--- src/rtl/job_sched_pkg.sv ---
// Shared types for the job scheduler completion path: record/entry layouts and FSM states.
package job_sched_pkg;

  localparam int unsigned REC_W     = 41;
  localparam int unsigned ENTRY_W   = 64;
  localparam int unsigned PID_LSB   = 32;
  localparam int unsigned PHASE_BIT = 63;

  typedef enum logic [1:0] {
    IDLE = 2'd0,
    REQ  = 2'd1,
    ACK  = 2'd2
  } state_e;

  typedef struct packed {
    logic [REC_W-PID_LSB-1:0] pid;
    logic [PID_LSB-1:0]       jobid;
  } rec_t;

  typedef struct packed {
    logic                       phase;
    logic [PHASE_BIT-REC_W-1:0] rsvd;
    rec_t                       rec;
  } entry_t;

  // Build a ring entry: phase in the top bit, reserved bits zero, record at the bottom.
  function automatic entry_t make_entry(input logic phase, input rec_t rec);
    entry_t e;
    e.phase = phase;
    e.rsvd  = '0;
    e.rec   = rec;
    return e;
  endfunction

endpackage

--- src/rtl/sync_fifo.sv ---
// Single-clock FIFO with flop storage, occupancy count and full/empty flags.
module sync_fifo #(
  parameter int unsigned WIDTH = 8,
  parameter int unsigned DEPTH = 16
) (
  input  logic                       clk,
  input  logic                       rst,
  input  logic                       wr_en,
  input  logic [WIDTH-1:0]           wr_data,
  input  logic                       rd_en,
  output logic [WIDTH-1:0]           rd_data,
  output logic [$clog2(DEPTH):0]     count,
  output logic                       full,
  output logic                       empty
);

  localparam int unsigned AW   = $clog2(DEPTH);
  localparam int unsigned CW   = AW + 1;

  logic [WIDTH-1:0] mem [DEPTH];
  logic [AW-1:0]    wr_ptr;
  logic [AW-1:0]    rd_ptr;
  logic             do_wr;
  logic             do_rd;

  assign full    = (count == CW'(DEPTH));
  assign empty   = (count == '0);
  assign do_wr   = wr_en & ~full;
  assign do_rd   = rd_en & ~empty;
  assign rd_data = mem[rd_ptr];

  // Pointers wrap naturally because DEPTH is a power of two.
  always_ff @(posedge clk or posedge rst) begin
    if (rst) begin
      wr_ptr <= '0;
      rd_ptr <= '0;
      count  <= '0;
    end else begin
      if (do_wr) wr_ptr <= wr_ptr + AW'(1);
      if (do_rd) rd_ptr <= rd_ptr + AW'(1);
      count <= count + CW'(do_wr) - CW'(do_rd);
    end
  end

  always_ff @(posedge clk) begin
    if (do_wr) mem[wr_ptr] <= wr_data;
  end

endmodule

--- src/rtl/job_completion_queue.sv ---
// Buffers scheduler completion records and writes them one at a time into a host completion ring.
module job_completion_queue
  import job_sched_pkg::*;
#(
  parameter int unsigned FIFO_DEPTH   = 16,
  parameter int unsigned RING_ENTRIES = 256
) (
  input  logic              clk,
  input  logic              rst,
  input  logic              complete_push_i,
  output logic              complete_ready_o,
  input  logic [40:0]       return_data_i,
  input  logic              cfg_enable_i,
  input  logic [63:0]       cfg_ring_base_i,
  input  logic [15:0]       cfg_head_i,
  output logic              wr_req_valid_o,
  input  logic              wr_req_ready_i,
  output logic [63:0]       wr_req_addr_o,
  output logic [63:0]       wr_req_data_o,
  input  logic              wr_rsp_valid_i,
  output logic [15:0]       tail_o,
  output logic              overflow_o,
  output logic [15:0]       drop_cnt_o
);

  localparam int unsigned CNT_W     = $clog2(FIFO_DEPTH) + 1;
  localparam logic [15:0] RING_MASK = 16'(RING_ENTRIES - 1);

  state_e            state;
  logic              init_done;
  logic              phase;
  logic [REC_W-1:0]  fifo_rd_data;
  logic [CNT_W-1:0]  fifo_count;
  logic              fifo_full;
  logic              fifo_empty;
  logic              push_ok;
  logic              pop;
  logic              drop;
  logic              ring_full;
  logic [15:0]       tail_inc;

  assign complete_ready_o = init_done & (fifo_count < CNT_W'(FIFO_DEPTH));
  assign push_ok          = complete_push_i & init_done & ~fifo_full;
  assign drop             = complete_push_i & ~complete_ready_o;
  assign tail_inc         = (tail_o + 16'd1) & RING_MASK;
  // One slot stays empty so head == tail always means an empty ring.
  assign ring_full        = (tail_inc == (cfg_head_i & RING_MASK));
  assign pop              = (state == IDLE) & cfg_enable_i & ~fifo_empty & ~ring_full;

  sync_fifo #(
    .WIDTH (REC_W),
    .DEPTH (FIFO_DEPTH)
  ) u_fifo (
    .clk     (clk),
    .rst     (rst),
    .wr_en   (push_ok),
    .wr_data (return_data_i),
    .rd_en   (pop),
    .rd_data (fifo_rd_data),
    .count   (fifo_count),
    .full    (fifo_full),
    .empty   (fifo_empty)
  );

  // Single outstanding ring write: pop into the request registers, hold until accepted, await ack.
  always_ff @(posedge clk or posedge rst) begin
    if (rst) begin
      state          <= IDLE;
      init_done      <= 1'b0;
      phase          <= 1'b1;
      wr_req_valid_o <= 1'b0;
      wr_req_addr_o  <= '0;
      wr_req_data_o  <= '0;
      tail_o         <= '0;
      overflow_o     <= 1'b0;
      drop_cnt_o     <= '0;
    end else begin
      init_done <= 1'b1;
      if (drop) begin
        overflow_o <= 1'b1;
        if (drop_cnt_o != 16'hFFFF) drop_cnt_o <= drop_cnt_o + 16'd1;
      end
      case (state)
        IDLE: begin
          if (pop) begin
            wr_req_addr_o  <= cfg_ring_base_i + 64'({tail_o, 3'b000});
            wr_req_data_o  <= ENTRY_W'(make_entry(phase, rec_t'(fifo_rd_data)));
            wr_req_valid_o <= 1'b1;
            state          <= REQ;
          end else if (!cfg_enable_i) begin
            tail_o <= '0;
            phase  <= 1'b1;
          end
        end
        REQ: begin
          if (wr_req_ready_i) begin
            wr_req_valid_o <= 1'b0;
            state          <= ACK;
          end
        end
        ACK: begin
          if (wr_rsp_valid_i) begin
            tail_o <= tail_inc;
            if (tail_inc == 16'd0) phase <= ~phase;
            state <= IDLE;
          end
        end
        default: state <= IDLE;
      endcase
    end
  end

endmodule

--- config.mk ---
export PLATFORM = sky130hd
export DESIGN_NAME = job_completion_queue
export DESIGN_NICKNAME = d
export VERILOG_FILES = /design/src/rtl/job_sched_pkg.sv /design/src/rtl/sync_fifo.sv /design/src/rtl/job_completion_queue.sv
export SDC_FILE = /design/constraint.sdc
export NUM_CORES = 1
export LEC_CHECK = 0
export ABC_AREA = 1
export ABC_CLOCK_PERIOD_IN_PS = 5900
export CORE_MARGIN = 2
export CORE_UTILIZATION = 35
export DETAILED_ROUTE_END_ITERATION = 10
export PLACE_DENSITY = 0.5
export SLEW_MARGIN = 20
export SYNTH_ARGS = -nofsm -noshare
export SYNTH_HDL_FRONTEND = slang
export SYNTH_SLANG_ARGS = --single-unit
--- constraint.sdc ---
create_clock -name clk -period 5.9 [get_ports clk]
set_input_delay 0.885 -clock clk [delete_from_list [all_inputs] [get_ports clk]]
set_output_delay 0.885 -clock clk [all_outputs]
set_load 0.01 [all_outputs]
==> metrics.md, run 1 <==
| Metric | Value |
|---|---|
| Outcome | finished, final reports clean |
| Synthesis-stage register bit count | 805 |
| Element type at the critical path end | flop |
| Slew Limit Headroom | 30.25% |
| Antenna Cells | 0 |
| Reg2Reg Depth | 17 |
| Initial Util | 35.19% |
| FP Rows | 116 |
| Setup violations, final | 0 |
| Startpoint types | flop |
| Post-synth EDFFs | 656 |
| Setup TNS Final | 0 ps |
| Register clock-pin slew on the reported worst setup and hold paths | 60 ps |
| Post-CTS Setup Inserts | 0 |
| Unrepaired setup endpoints after global routing | no |
| Setup WS post-layout | 2301 ps |
| Hold depth | 2 |
| Most common cell in the synthesized netlist | edfxtp_1 |
| Vias | 24,640 |
| CTS tree | done |
| Layout cells sized above 1 | 5.563% |
| Full die area | 103,000 sq um |
| Worst-Margin Slew | 1044 ps |
| Fin nets | 3,688 |
| Yosys cell types | 34 |
| CP Class | flop to flop |
| Routability cong. | 0.9464 |
| Initial antenna violation count | 7 |
| Grt total ovfl | 0 |
| Sequential share of the synthesized area | 66.67% |
| Post-cts resize count | 0 |
| Post-route clock period utilization | 61.01% |
| Worst-Skew Late Latency | 670 ps |
| Number of clock sinks | 805 |
| Placed cell area | 38,910 sq um |
| ANT nets after route | 0 |
| # H-tree levels | 3 |
| Final Hold Fails | 0 |
| Fmax | 277.8 MHz |
| Cells after synthesis | 3,321 |
| Vias per Instance | 5.018 |
| Synth Flop Type | edfxtp_1 |
| First-pass GRT wire length | 151,300 microns |
| Iter 0 DRT Violations | 1,964 |
| Design area | 41,800 sq um |
| CP Max Fanout | 26 |
| Drt wl/cell | 20.56 microns |
| Mapped Area | 35,140 sq um |
| Core area | 99,860 sq um |
| Root Driver | clkbuf_16 |
| Port bufs | 251 |
| TritonCTS buffer count | 92 |
| Dpl ws | 1617 ps |
| Minimum clock period | 3599 ps |
| Total number of yosys warnings | 0 |
| Ports | 290 |
| Ys async rst share | 18.51% |
| Synth cell count leaders | edfxtp_1, nor2_1, nand2_1 |
| Layout Area Growth over Synthesis | 18.95% |
| Clk_skew | 47.69 ps |
| Max Cap Violations | 0 |
| Post-Place Cells | 4,740 |
| Die X | 320.9 microns |
| DPL Wire Length | 58,700 microns |
| Clock buffer depth | 3 |
| Hold Path Class | flop to flop |
| Pre-antenna DRT Iters | 5 |
| Worst path required time | 6480 ps |
| DIE HEIGHT | 320.9 microns |
| Pin count of the biggest net entering global routing | 193 |
| Final non-filler cell total | 4,911 |
| Mean post-synth cell area | 10.58 sq um |
| Critical Path AT | 4180 ps |
| Drt drc | 0 |
| Vias in the first global route | 23,860 |
| GRT Resource Usage Total | 19.44% |
| VDD IR max | 0.2725 mV |
| Routed WL | 101,000 microns |
| Number of fillers in the final layout | 9,572 |
| Hold buffer count at CTS | 0 |
| Largest cells by area after synthesis | edfxtp_1, dfrtp_1, nor2_1 |
| Synth area leader | edfxtp_1 |
| LEAKAGE | 15.44 nW |
| Post-synth top area share | 56.06% |
| PD cells | 441.1 nW/um^2 |
| Slew Viols, Final | 0 |
## flip-flops by register name, indices dropped and copies added (netlist names)
name	flops
u_fifo.mem	656
wr_req_addr_o	64
wr_req_data_o	42
drop_cnt_o	16
tail_o	8
u_fifo.count	5
u_fifo.rd_ptr	4
u_fifo.wr_ptr	4
state	2
init_done	1
overflow_o	1
phase	1
wr_req_valid_o	1
## where the power goes
part,switching [W],internal [W]
Sequential,0.000523,0.00684
Clock,0.00231,0.00311
Combinational,0.00361,0.00204
## cell type report
class	instances	area (sq um)	area share, %
Sequential cell	805	23440	56.08
Multi-Input combinational cell	2196	10380	24.83
Timing Repair Buffer	296	2920	6.987
Clock buffer	133	2560	6.124
Tap cell	1298	1624	3.885
Inverter	146	569.3	1.362
Clock inverter	37	304.0	0.7274
## per-layer routing
metal	vias to the layer above	global-route usage, %	part of all wire, %
met4	12	5.265	2.3
met5	-	0	0.070
met2	588	32.61	48
met1	12000	26.10	45
met3	158	3.236	4.8
li1	11880	-	-
## metrics by stage
step / utilization, % / hold slack (ps) / power, W
2_1_floorplan: - / 449.3 / 0.01087
3_3_place_gp: 38.96 / 454.7 / 0.01320
3_5_place_dp: 38.96 / 457.7 / 0.01323
4_1_cts: 41.83 / 471.4 / 0.01873
5_1_grt: 41.86 / 487.5 / 0.01964
6_report: 41.86 / 466.6 / 0.01844
## worst paths after layout
| path | endpoint | startpoint | slack (ps) |
|---|---|---|---|
| hold / removal | wr_req_addr_o[35] | wr_req_addr_o[35] | 470 |
| hold reg to reg | wr_req_addr_o[35] | wr_req_addr_o[35] | 470 |
| setup / recovery | u_fifo.count[4] | tail_o[0] | 2300 |
| max in group asynchronous | wr_req_addr_o[7] | rst | 3870 |
| setup reg to reg | u_fifo.count[4] | tail_o[0] | 2300 |
| min in group asynchronous | tail_o[6] | rst | 790 |
## cell usage in the layout, fill, tap and decap left out, drive strengths merged, types with 33 or more instances in the layout
cell / n
nand2: 623
dfrtp: 148
clkdlybuf4s50: 251
clkbuf: 133
nor2: 631
buf: 45
inv: 147
edfxtp: 656
o211ai: 164
nand3: 271
o21ai: 351
clkinv: 33
## cell families (layout without fill, tap and decap cells)
group,Yosys count,count (layout),synth area share (%)
DFF,805,805,66.67
AOI/OAI and AO/OA,523,523,8.638
adders and majority gates,24,24,0.8973
buffers and inverters,349,612,4.476
xor gates and xnor gates,46,46,1.147
and+or+nand+nor,1572,1572,18.15
other,2,31,0.02137
## critical path, cell delays in order, from the launching register on
cell and delay [ps]:
dfrtp_1 530, ha_1 300, nand3_1 120, nor2_1 190, nand2_1 70, nand2_1 130, nor2_1 60, nor2_1 180
nand3_4 120, nand2_4 370, inv_1 90, ha_1 280, inv_1 60, ha_1 160, inv_1 60, fa_1 400
o21ai_0 240, xor2_1 160
(Power assumes the default switching activity.)
==> run 2, diff against run 1 <==
Settings changed: ABC_CLOCK_PERIOD_IN_PS 5900 to 3560.
Clock period 5.9 ns to 3.56 ns, I/O delays scaled along.
==> metrics.md, run 2 (synthesized netlist as in run 1, its figures left out) <==
| Metric | Value |
|---|---|
| Outcome | finished, final reports clean |
| Post-Place Cells | 4,757 |
| Number of clock sinks | 805 |
| FP Rows | 116 |
| Commonest non-fill, non-tap cells in the layout | edfxtp_1, nand2_1, nor2_1 |
| Layout cells sized above 1 | 6.205% |
| Root Driver | clkbuf_16 |
| Slew Limit Headroom | 31.13% |
| Clk_skew | 51.80 ps |
| ANT nets after route | 0 |
| Hold buffer count at CTS | 0 |
| Reg2reg end | u_fifo.count[4] |
| Worst path required time | 4110 ps |
| Register clock-pin slew on the reported worst setup and hold paths | 60 ps |
| FF-to-FF setup slack | 400 ps |
| Switching Power | 0.01083 W |
| Initial antenna violation count | 10 |
| GRT Resource Usage Total | 19.59% |
| DPL Wire Length | 58,230 microns |
| VDD IR max | 0.4029 mV |
| CP Class | flop to flop |
| Most flop-heavy register | u_fifo.mem |
| Ports | 290 |
| Port bufs | 251 |
| Number of fillers in the final layout | 9,532 |
| Fmax | 316.6 MHz |
| CP Max Fanout | 7 |
| Setup TNS Final | 0 ps |
| Core area | 99,860 sq um |
| Post-cts resize count | 0 |
| Worst-Skew Late Latency | 680 ps |
| Reg2Reg Depth | 17 |
| Largest regs | u_fifo.mem x656, wr_req_addr_o x64, wr_req_data_o x42 |
| Startpoint types | flop |
| Post-route clock period utilization | 88.73% |
| Pin count of the biggest net entering global routing | 159 |
| Routability cong. | 0.8973 |
| Element type at the critical path end | flop |
| Routed WL | 102,100 microns |
| Layout Area Growth over Synthesis | 20.40% |
| Drt drc | 0 |
| Design area | 42,310 sq um |
| Unrepaired setup endpoints after global routing | no |
| Final Hold Fails | 0 |
| Slew Viols, Final | 0 |
| Drt wl/cell | 20.72 microns |
| LEAKAGE | 15.66 nW |
| Final non-filler cell total | 4,928 |
| TritonCTS buffer count | 90 |
| Post-CTS Setup Inserts | 0 |
| PD cells | 738.2 nW/um^2 |
| Grt total ovfl | 0 |
| # H-tree levels | 3 |
| Minimum clock period | 3159 ps |
| Worst-Margin Slew | 1033 ps |
| Clock buffer depth | 3 |
| Vias per Instance | 5.026 |
| Max Cap Violations | 0 |
| Internal Pwr Total | 0.02040 W |
| Die X | 320.9 microns |
| Flop pwr share | 38.5% |
| Fin nets | 3,702 |
| FF-to-FF Start | tail_o[0] |
| Placed cell area | 39,290 sq um |
| Most common cell after layout, fill and taps aside | edfxtp_1 |
| Switching Fraction | 34.68% |
| Critical Path AT | 3710 ps |
| Setup violations, final | 0 |
| Pre-antenna DRT Iters | 6 |
| Vias in the first global route | 24,070 |
| First-pass GRT wire length | 152,500 microns |
| Gate power share | 31.5% |
| Max reg flops | 656 |
| DIE HEIGHT | 320.9 microns |
| Initial Util | 35.19% |
| Full die area | 103,000 sq um |
| Clock share of power | 30.0% |
| CTS tree | done |
| Vias | 24,770 |
| Hold Path Class | input pin to asynchronous set/reset pin |
| Iter 0 DRT Violations | 1,789 |
## run 2: cell count changes in the layout (fill, tap and decap cells not counted)
cell / before / now
clkbuf_8: 4 / 9
clkinv_1: 13 / 11
buf_16: 1 / 0
bufinv_16: 2 / 8
clkbuf_16: 95 / 91
buf_4: 40 / 36
buf_12: 4 / 25
diode_2: 0 / 4
inv_8: 2 / 1
inv_4: 2 / 1
clkinv_8: 0 / 3
inv_6: 2 / 1
clkbuf_1: 34 / 25
clkinv_2: 17 / 18
## run 2: per-layer routing
metal  GRT usage (%)  vias up  share of wire [%]  wire [microns]
met1           26.29    12100                 44           45350
met2           32.68      613                 48           48590
met3           3.161      150                5.2            5278
met5               0        -              0.066              67
met4           5.867       10                2.8            2808
li1                -    11900                  -               -
## run 2: power by group through the flow
stage          registers, W  clock network (W)  logic [W]
2_1_floorplan        0.0123                  0    0.00574
3_3_place_gp         0.0122                  0    0.00993
3_5_place_dp         0.0122                  0     0.0100
4_1_cts              0.0120            0.00959     0.0100
5_1_grt              0.0122            0.00995     0.0110
6_report             0.0120            0.00937    0.00983
## run 2: layout make-up
cell class | instances | area (sq um) | share of cell area, %
flip-flops and latches | 805 | 23440 | 55.41
multi-input cells | 2196 | 10380 | 24.54
repair buffers | 312 | 3283 | 7.760
clock buffers | 125 | 2495 | 5.897
well taps | 1298 | 1624 | 3.839
inverters | 146 | 564.3 | 1.334
clock inverters | 42 | 509.2 | 1.204
diodes | 4 | 10.01 | 0.02366
## run 2: worst max path at each step
| stage | start | endpoint | slack (ps) | cells after the start |
|---|---|---|---|---|
| 5_1_grt | tail_o[0] | u_fifo.count[4] | 110 | 17 |
| 3_5_place_dp | cfg_head_i[0] | u_fifo.count[4] | 330 | 16 |
| 3_3_place_gp | cfg_head_i[0] | u_fifo.count[4] | 310 | 16 |
| 2_1_floorplan | u_fifo.count[2] | u_fifo.mem[11][0] | -570 | 5 |
| 4_1_cts | tail_o[0] | u_fifo.count[4] | 390 | 17 |
| 6_report | tail_o[0] | u_fifo.count[4] | 400 | 17 |
## run 2: through the flow
stage	utilization, %	power, W	hold slack, ps	setup slack [ps]
2_1_floorplan	-	0.01802	449.3	-574.6
6_report	42.37	0.03123	187.4	401.1
4_1_cts	42.36	0.03166	157.0	391.8
3_3_place_gp	39.35	0.02216	452.9	308.1
5_1_grt	42.36	0.03313	180.0	108.9
3_5_place_dp	39.35	0.02223	457.0	328.1
## run 2: worst max-delay path: stages, from the launching register on
cell	delay, ps
dfrtp_1	520
ha_1	270
nand3_1	110
nor2_1	180
nand2_1	70
nand2_1	110
nor2_1	50
nor2_1	180
nand3_4	140
nand2_4	100
inv_1	40
ha_1	260
inv_1	50
ha_1	150
inv_1	50
fa_1	400
o21ai_0	220
xor2_1	160
==> run 3, diff against run 2 <==
Settings changed: SYNTH_HIERARCHICAL from default to 1.
==> metrics.md, run 3 <==
| Metric | Value |
|---|---|
| VDD IR max | 0.7753 mV |
| Power after layout | 0.03130 W |
| Fraction of synthesized cell area in xor and xnor cells | 1.594% |
| PD cells | 720.1 nW/um^2 |
| Post-Synth Simple-Gate Area | 25.56% |
| Reg2Reg Depth | 18 |
| Post-cts resize count | 0 |
| Sequential share of the synthesized area | 64.61% |
| Routed WL | 101,700 microns |
| Worst-Margin Slew | 879.7 ps |
| FF-to-FF Start | tail_o[2] |
| Setup TNS Final | 0 ps |
| Vias | 25,620 |
| Synth Flop Type | edfxtp_1 |
| Worst setup endpoint | u_fifo/count[4] |
| Max Cap Violations | 0 |
| Final non-filler cell total | 5,521 |
| CP Max Fanout | 8 |
| Mapped Area | 36,260 sq um |
| Design area | 43,460 sq um |
| Hold Path Class | input pin to asynchronous set/reset pin |
| Mean post-synth cell area | 9.522 sq um |
| Post-CTS Setup Inserts | 0 |
| Layout Area Growth over Synthesis | 19.85% |
| Layout cells sized above 1 | 5.676% |
| Most common cell after layout, fill and taps aside | nand2_1 |
| Slew Limit Headroom | 41.36% |
| DIE HEIGHT | 325.9 microns |
| Minimum clock period | 3112 ps |
| Vias in the first global route | 24,290 |
| Synth Area in Adders | 0.8350% |
| TritonCTS buffer count | 91 |
| Most flop-heavy register | u_fifo/mem |
| Full die area | 106,200 sq um |
| Synth area leader | edfxtp_1 |
| GRT Resource Usage Total | 18.93% |
| Placed cell area | 40,540 sq um |
| Ports | 290 |
| Yosys cell types | 37 |
| Register clock-pin slew on the reported worst setup and hold paths | 60 ps |
| Post-Place Cells | 5,351 |
| Post-synth EDFFs | 656 |
| CTS tree | done |
| Drt wl/cell | 18.43 microns |
| DPL Wire Length | 59,520 microns |
| Routability cong. | 0.8730 |
| Post-route clock period utilization | 87.40% |
| Root Driver | clkbuf_16 |
| FF-to-FF setup slack | 450 ps |
| Pre-antenna DRT Iters | 5 |
| Number of fillers in the final layout | 9,922 |
| Outcome | finished, final reports clean |
| Grt total ovfl | 0 |
| Iter 0 DRT Violations | 1,702 |
| Max reg flops | 656 |
| Main combinational cell family by area after synthesis | simple AND/OR/NAND/NOR gates |
| ANT nets after route | 0 |
| Largest cells by area after synthesis | edfxtp_1, nand2_1, dfrtp_1 |
| Commonest non-fill, non-tap cells in the layout | nand2_1, edfxtp_1, inv_1 |
| Clk_skew | 20.77 ps |
| Element type at the critical path end | flop |
| Most common cell in the synthesized netlist | nand2_1 |
| Setup violations, final | 0 |
| Core area | 103,200 sq um |
| Unrepaired setup endpoints after global routing | no |
| Startpoint types | flop |
| Ys async rst share | 18.51% |
| Vias per Instance | 4.641 |
| Synth cell count leaders | nand2_1, edfxtp_1, inv_1 |
| Synthesis-stage register bit count | 805 |
| Reg2reg end | u_fifo/count[4] |
| Fmax | 321.4 MHz |
| Hold buffer count at CTS | 0 |
| Drt drc | 0 |
| Port bufs | 251 |
| Die X | 325.9 microns |
| Worst-Skew Late Latency | 670 ps |
| LEAKAGE | 18.29 nW |
| CP Class | flop to flop |
| Worst Setup SP | tail_o[2] |
| Total number of yosys warnings | 6 |
| Critical Path AT | 3640 ps |
| Initial antenna violation count | 4 |
| Slew Viols, Final | 0 |
| Largest regs | u_fifo/mem x656, wr_req_addr_o x64, wr_req_data_o x42 |
| Worst path required time | 4090 ps |
| Number of clock sinks | 805 |
| Synth Area in Compound Gates | 0.7522% |
| Final Hold Fails | 0 |
| FP Rows | 118 |
| Post-synth top area share | 54.33% |
| First-pass GRT wire length | 153,200 microns |
| Cells after synthesis | 3,808 |
| Mux contribution to synthesized area | 0% |
| Pin count of the biggest net entering global routing | 181 |
| Initial Util | 35.14% |
| # H-tree levels | 3 |
| Fin nets | 4,215 |
| Clock buffer depth | 3 |
| Min Hold Slack | 256.6 ps |
## run 3: changes by cell type after synthesis, moves of 78 or more
cell	change
clkbuf_1	-78
nor2_1	-273
o211ai_1	-164
nand2_1	+919
inv_1	+226
o21ai_0	-305
## run 3: worst min path at each step
stage / end / slack, ps
2_1_floorplan: u_fifo/count[0] / 410
3_3_place_gp: overflow_o / 450
3_5_place_dp: overflow_o / 450
4_1_cts: u_fifo/count[4] / 290
5_1_grt: wr_req_addr_o[6] / 240
6_report: wr_req_addr_o[6] / 260
## run 3: final cells by class
type	instances	area [sq um]	area share, %
Clock inverter	51	449.2	1.034
Inverter	372	1416	3.259
Sequential cell	805	23440	53.93
Timing Repair Buffer	316	3313	7.624
Antenna cell	1	2.502	0.005758
Clock buffer	117	2446	5.629
Multi-Input combinational cell	2479	10670	24.54
Tap cell	1380	1727	3.973
## run 3: layer usage
layer / track usage [%] / part of all wire [%]
met5: 0 / 0.031
met3: 3.033 / 4.5
met4: 5.159 / 2.4
met2: 30.68 / 46
met1: 26.35 / 47
## run 3: where the power goes
group / leakage, nW / switching, W / internal (W) / total [W]
sequential: 7.76 / 0.000642 / 0.0113 / 0.0119
combinational: 9.12 / 0.00672 / 0.00356 / 0.0103
clock: 1.41 / 0.00390 / 0.00519 / 0.00909
total: 18.3 / 0.0113 / 0.0200 / 0.0313
## run 3: through the flow
| step | util (%) | worst slack (ps) |
|---|---|---|
| 2_1_floorplan | - | 92.33 |
| 3_3_place_gp | 39.28 | 301.2 |
| 3_5_place_dp | 39.28 | 303.9 |
| 4_1_cts | 42.09 | 436.4 |
| 5_1_grt | 42.11 | 198.3 |
| 6_report | 42.11 | 448.4 |
## run 3: cells by family after synthesis
family                     after synthesis
and+or+nand+nor                       2306
DFF                                    805
buffers and inverters                  553
xor gates and xnor gates                66
AOI/OAI and AO/OA                       53
adders and majority gates               23
other                                    2
## run 3: worst max-delay path: stages, from the launching register on
cell and delay, ps:
dfrtp_1 530, nand2_1 190, nor2_2 160, nand3_1 110
nand3_1 90, nand2_1 60, nor2_1 100, nand3_1 170
nand2_4 140, inv_4 30, nand2_1 70, inv_1 100
ha_1 290, inv_1 40, ha_1 200, fa_1 410
nand3_1 100, nand2_1 60, xor2_1 150
